--- src/rtl/lsu_queue_fifo_pkg.sv ---
// Shared defaults and helpers for the LSU queue FIFO.
// Default geometry lives here; the LSU_FIFO_FWD_EN macro enables forwarding in the top.
package lsu_queue_fifo_pkg;

    localparam int DEF_FIFOWIDE = 23;
    localparam int DEF_DEPTH    = 16;
    localparam int DEF_ADDRWIDE = 12;
    localparam int DEF_AFULLLVL = 12;

    typedef enum logic [1:0] {
        OP_IDLE = 2'b00,
        OP_RD   = 2'b01,
        OP_WR   = 2'b10,
        OP_RW   = 2'b11
    } fifo_op_e;

    function automatic fifo_op_e decodeOp(input logic wrAcc, input logic rdAcc);
        return fifo_op_e'({wrAcc, rdAcc});
    endfunction

endpackage

--- src/rtl/lsu_fifo_fwd_match.sv ---
// Store-to-load forwarding search over the occupied FIFO entries.
// Scans oldest to youngest so the last match found is the youngest one.
module lsu_fifo_fwd_match #(
    parameter int FIFOWIDE = 23,
    parameter int DEPTH    = 16,
    parameter int ADDRWIDE = 12
) (
    input  logic [FIFOWIDE-1:0]        i_mem [DEPTH],
    input  logic [$clog2(DEPTH):0]     i_rptr,
    input  logic [$clog2(DEPTH):0]     i_wptr,
    input  logic [ADDRWIDE-1:0]        i_fwdAddr,
    output logic                       o_fwdHit,
    output logic [FIFOWIDE-1:0]        o_fwdData
);

    localparam int AW = $clog2(DEPTH);
    localparam int PW = AW + 1;

    logic [PW-1:0]    w_occ;
    logic [DEPTH-1:0] w_match;
    logic [AW-1:0]    w_idx;

    always_comb begin
        w_occ     = i_wptr - i_rptr;
        w_match   = '0;
        w_idx     = '0;
        o_fwdHit  = 1'b0;
        o_fwdData = '0;
        // Offset k counts from the head; only offsets below the occupancy are live entries.
        for (int k = 0; k < DEPTH; k++) begin
            w_idx = i_rptr[AW-1:0] + AW'(k);
            w_match[k] = (PW'(k) < w_occ) && (i_mem[w_idx][ADDRWIDE-1:0] == i_fwdAddr);
            if (w_match[k]) begin
                o_fwdHit  = 1'b1;
                o_fwdData = i_mem[w_idx];
            end
        end
    end

endmodule

--- src/rtl/lsu_queue_fifo.sv ---
// Parametrised in-order LSU queue with registered read, head peek and error pulses.
// Define LSU_FIFO_FWD_EN to add the store-to-load forwarding ports and search.
module lsu_queue_fifo
    import lsu_queue_fifo_pkg::*;
#(
    parameter int FIFOWIDE = DEF_FIFOWIDE,
    parameter int DEPTH    = DEF_DEPTH,
    parameter int ADDRWIDE = DEF_ADDRWIDE,
    parameter int AFULLLVL = DEF_AFULLLVL
) (
    input  logic                       Clk,
    input  logic                       Rest,
    input  logic                       Wable,
    input  logic [FIFOWIDE-1:0]        Din,
    input  logic                       Rable,
    output logic [FIFOWIDE-1:0]        Dout,
    output logic                       DoutValid,
    output logic [FIFOWIDE-1:0]        FifoPreOut,
    input  logic                       FifoClean,
    output logic                       FifoFull,
    output logic                       FifoEmpty,
    output logic                       AlmostFull,
    output logic [$clog2(DEPTH):0]     Count,
    output logic                       OvfErr,
    output logic                       UdfErr
`ifdef LSU_FIFO_FWD_EN
    ,
    input  logic [ADDRWIDE-1:0]        FwdAddr,
    output logic                       FwdHit,
    output logic [FIFOWIDE-1:0]        FwdData
`endif
);

    localparam int AW = $clog2(DEPTH);
    localparam int PW = AW + 1;

    if (ADDRWIDE > FIFOWIDE) begin : g_badAddrWide
        $error("lsu_queue_fifo: ADDRWIDE must not exceed FIFOWIDE");
    end

    logic [FIFOWIDE-1:0] r_mem [DEPTH];
    logic [PW-1:0]       r_wptr;
    logic [PW-1:0]       r_rptr;
    logic [FIFOWIDE-1:0] r_dout;
    logic                r_doutValid;
    logic                r_ovf;
    logic                r_udf;

    logic                w_full;
    logic                w_empty;
    logic                w_wrAcc;
    logic                w_rdAcc;
    fifo_op_e            w_op;

    // Pointers carry one extra wrap bit so full and empty are distinguishable.
    assign w_full  = (r_wptr[AW] != r_rptr[AW]) && (r_wptr[AW-1:0] == r_rptr[AW-1:0]);
    assign w_empty = (r_wptr == r_rptr);
    assign w_wrAcc = Wable && !w_full;
    assign w_rdAcc = Rable && !w_empty;
    assign w_op    = decodeOp(w_wrAcc, w_rdAcc);

    always_ff @(posedge Clk) begin
        if (Rest && !FifoClean && w_wrAcc) begin
            r_mem[r_wptr[AW-1:0]] <= Din;
        end
    end

    always_ff @(posedge Clk) begin
        if (!Rest) begin
            r_wptr      <= '0;
            r_rptr      <= '0;
            r_dout      <= '0;
            r_doutValid <= 1'b0;
            r_ovf       <= 1'b0;
            r_udf       <= 1'b0;
        end else if (FifoClean) begin
            r_wptr      <= '0;
            r_rptr      <= '0;
            r_dout      <= '0;
            r_doutValid <= 1'b0;
            r_ovf       <= 1'b0;
            r_udf       <= 1'b0;
        end else begin
            case (w_op)
                OP_WR:   r_wptr <= r_wptr + 1'b1;
                OP_RD:   r_rptr <= r_rptr + 1'b1;
                OP_RW: begin
                    r_wptr <= r_wptr + 1'b1;
                    r_rptr <= r_rptr + 1'b1;
                end
                default: ;
            endcase
            if (w_rdAcc) begin
                r_dout <= r_mem[r_rptr[AW-1:0]];
            end
            r_doutValid <= w_rdAcc;
            r_ovf       <= Wable && w_full;
            r_udf       <= Rable && w_empty;
        end
    end

    assign Dout       = r_dout;
    assign DoutValid  = r_doutValid;
    assign FifoPreOut = w_empty ? '0 : r_mem[r_rptr[AW-1:0]];
    assign FifoFull   = w_full;
    assign FifoEmpty  = w_empty;
    assign Count      = r_wptr - r_rptr;
    assign AlmostFull = (Count >= PW'(AFULLLVL));
    assign OvfErr     = r_ovf;
    assign UdfErr     = r_udf;

`ifdef LSU_FIFO_FWD_EN
    lsu_fifo_fwd_match #(
        .FIFOWIDE (FIFOWIDE),
        .DEPTH    (DEPTH),
        .ADDRWIDE (ADDRWIDE)
    ) u_fwdMatch (
        .i_mem     (r_mem),
        .i_rptr    (r_rptr),
        .i_wptr    (r_wptr),
        .i_fwdAddr (FwdAddr),
        .o_fwdHit  (FwdHit),
        .o_fwdData (FwdData)
    );
`endif

endmodule

--- config.mk ---
export PLATFORM = sky130hd
export DESIGN_NAME = lsu_queue_fifo
export DESIGN_NICKNAME = d
export VERILOG_FILES = /design/src/rtl/lsu_queue_fifo_pkg.sv /design/src/rtl/lsu_fifo_fwd_match.sv /design/src/rtl/lsu_queue_fifo.sv
export SDC_FILE = /design/constraint.sdc
export NUM_CORES = 1
export LEC_CHECK = 0
export BUFFER_PORTS_ARGS = -buffer_cell sky130_fd_sc_hd__buf_4
export CAP_MARGIN = 5
export CORE_MARGIN = 8
export CORE_UTILIZATION = 25
export DETAILED_ROUTE_END_ITERATION = 10
export RECOVER_POWER = 100
export SYNTH_ARGS = -nofsm -noshare
export SYNTH_HDL_FRONTEND = slang
export SYNTH_SLANG_ARGS = --single-unit
--- constraint.sdc ---
create_clock -name Clk -period 4.59 [get_ports Clk]
set_clock_uncertainty 0.1 [all_clocks]
set_input_delay 0.918 -clock Clk [delete_from_list [all_inputs] [get_ports Clk]]
set_output_delay 0.918 -clock Clk [all_outputs]
set_load 0.005 [all_outputs]
==> summary.txt <==
STA
  • Measured slew at the worst slew-check pin: 2.132 ns
  • Total negative slack: 0 ns
  • Hold Vio Cnt, Final: 0
  • RSZ-0062 raised after global routing: no
  • Final setup violation count: 0
  • Final worst path period need: 4.124 ns
  • Max-slew violations: 206
  • Max-slew headroom: -0.4213
  • Fmax: 0.2425 GHz
  • Period utilization: 0.8985
  • Hold slack: 0.3825 ns

Clock tree
  • Htree depth: 2
  • Clock buffer depth: 3
  • Clock Latency Late Sink: 0.55 ns
  • Sink Count: 408
  • CTS buffer count: 41
  • Root Driver: clkbuf_16
  • Clock-pin slew on the worst setup and hold paths: 0.06 ns
  • CTS Hold Bufs: 0
  • CTS tree: yes
  • Post-cts resize count: 0
  • Setup Buffers After CTS: 0

Power
  • Maximum vdd drop: 0.0002325 V
  • Power Density: 404.9 mW/mm^2
  • Leak: 5.672 nW
  • NetSw: 1.525 mW
  • Comb pwr share: 0.024
  • Clock power frac: 0.444
  • Sw Share: 0.1996
  • Power share of the sequential group: 0.532
  • Internal Power: 6.115 mW

Drt
  • Wirelength, routed: 39.97 mm
  • Total number of vias: 7,929
  • Vias/cell: 4.457
  • Pre-antenna DRT Iters: 5
  • Initial DRC Count: 670
  • DR WL/cell: 22.47 um
  • DR DRC count: 0
  • Post-route ant nets: 0

Worst setup path
  • CP Launch Type: flip-flop
  • Worst Setup End Kind: output pin
  • WP data required: 3.57 ns
  • Crit-path max FO: 37
  • Worst path top cell family by delay: multiplexers
  • CP Buf/Inv Count: 2
  • Crit-path slowest cell: dfxtp_4
  • Setup slack, reg-to-reg: 0.59 ns
  • Slowest stage delay, CP: 0.69 ns
  • CP cell instances: buf_6, mux4_2, mux2i_1, mux2_2, nor2_1, clkbuf_4
  • Crit path arrival time: 3.11 ns
  • WS Path Type: flip-flop to output pin

Global routing
  • First-pass GRT wire length: 58.06 mm
  • Vias in the first global route: 8,404
  • GRT Resource Usage Total: 0.1091
  • Initial antenna violation count: 2
  • Largest net degree at the start of global routing: 43
  • Overflow after GRT: 0

Synthesis
  • Syn Inst Count: 782
  • Post-synthesis sequential area ratio: 0.7402
  • Synth Cell Area: 0.01601 sq mm
  • Top cells by area, synth: edfxtp_1 (69%), mux4_2 (13%), dfxtp_1 (5.0%), mux2i_1 (3.0%), o221ai_2 (1.9%)
  • Synth cell types: 39
  • Syn nets: 820
  • Most common cell in the netlist: edfxtp_1
  • Post-synth top cells: edfxtp_1 (368), mux4_2 (92), mux2i_1 (48), nor2_1 (48), dfxtp_1 (40)
  • Ys flop type: edfxtp_1
  • Synthesized area per cell: 20.48 sq um
  • Synth top area share: 0.6902
  • Area leader, netlist: edfxtp_1
  • Syn. warnings: 0
  • EDFF count, synth: 368
  • Seq cells post-synth: 408
  • Async set or reset register ratio after synthesis: 0

Floorplanning
  • Die height: 269.1 um
  • Core area: 0.06320 sq mm
  • Die ar.: 0.07240 sq mm
  • # rows: 92
  • Die width: 269.1 um
  • Io pins: 85
  • Initial Util: 0.2534

Worst hold path
  • Worst Hold Class: flip-flop to flip-flop

Place
  • I/O Buffers: 84
  • Placed Cells: 1,703
  • DP HPWL: 24.02 mm
  • Gpl congestion: 0.7333

Outcome
  • Outcome: complete, but fails checks
  • Failing checks: capacitance limit, slew limit

Run
  • Max cap viols: 9

Cells and area
  • Fin nets: 938
  • Share of cells above drive strength 1: 0.2715
  • Area Growth Syn to Fin: 17.84%
  • Non-Filler Instances: 1,779
==> kinds of logic (layout without fill, tap and decap cells) <==
family / after synthesis / count (layout) / share of synthesized area
DFF: 408 / 408 / 0.7402
other: 0 / 1 / 0
muxes: 163 / 163 / 0.1756
buffers and inverters: 53 / 203 / 0.01461
and+or+nand+nor: 99 / 99 / 0.02790
adders and majority gates: 10 / 10 / 0.008283
xor gates and xnor gates: 9 / 9 / 0.005392
AOI/OAI and AO/OA: 40 / 40 / 0.02805
==> through the flow <==
step,utilization,instance area [sq um],setup WS [ns],power (mW)
detailed placement,0.2830,17890,1.020,4.348
finish,0.2986,18870,0.4659,7.640
floorplan,-,16010,0.7584,4.215
CTS,0.3043,19230,0.4072,7.722
global route,0.2985,18870,0.2010,7.868
global placement,0.2830,17890,1.064,4.341
==> state kept, by name, indices dropped and copies added, names as in the netlist, named ones only <==
signal and count:
r_mem 368, Dout 23, r_rptr 5, r_wptr 5
DoutValid 1, OvfErr 1, UdfErr 1
==> placed cells by master, fill, tap and decap left out, types with 4 or more instances in the layout <==
cell,Yosys,routed
and3_1,4,4
buf_4,0,23
bufinv_16,0,6
clkbuf_1,14,67
clkbuf_16,0,41
clkbuf_2,0,8
clkbuf_4,0,27
clkinv_1,0,10
clkinv_2,0,4
dfxtp_1,40,37
edfxtp_1,368,368
ha_1,9,9
inv_1,10,10
mux2_2,23,23
mux2i_1,48,48
mux4_2,92,92
nand2_1,8,8
nand3_1,23,23
nor2_1,48,43
nor2_2,1,5
o21ai_0,4,4
o221ai_1,3,15
o221ai_2,20,8
xor2_1,5,5
==> area by class of cell <==
type	instances	area, sq um
clock inverter	24	271.5
inverter	10	37.54
sequential	408	11860
antenna	1	2.502
clock buffer	51	1074
timing repair buffer	118	664.4
fill	6186	44330
multi-input combinational	321	3900
tap	846	1059
==> power by group through the flow <==
stage / logic [mW] / registers [mW] / clock network (mW)
after floorplan: 0.0733 / 4.14 / 0
after global placement: 0.201 / 4.14 / 0
after detailed placement: 0.206 / 4.14 / 0
after CTS: 0.207 / 4.06 / 3.45
after global routing: 0.203 / 4.06 / 3.60
final: 0.185 / 4.06 / 3.39
==> final timing paths <==
check,end,start,cells after the start
setup reg to reg,Dout[1],r_wptr[2],6
hold reg to reg,Dout[19],Dout[19],2
setup / recovery,FifoPreOut[6],flip-flop,6
hold / removal,Dout[19],Dout[19],2
==> worst reg2reg max path, cell delays in order (launching register included) <==
cell and delay, ns:
dfxtp_1 0.56, ha_1 0.26, nand4_1 0.46, o21ai_1 1.68
clkbuf_2 0.59, nand3_1 0.14, o221ai_1 0.10
==> per-layer routing <==
metal  up-vias  share of wire  track usage
li1       3453              -            -
met1      4224           0.45       0.1457
met2       210           0.47       0.1785
met5         -              0            0
met3        42          0.061      0.02598
met4         0          0.015      0.02575
No activity file was read; power rests on OpenSTA's default activity.
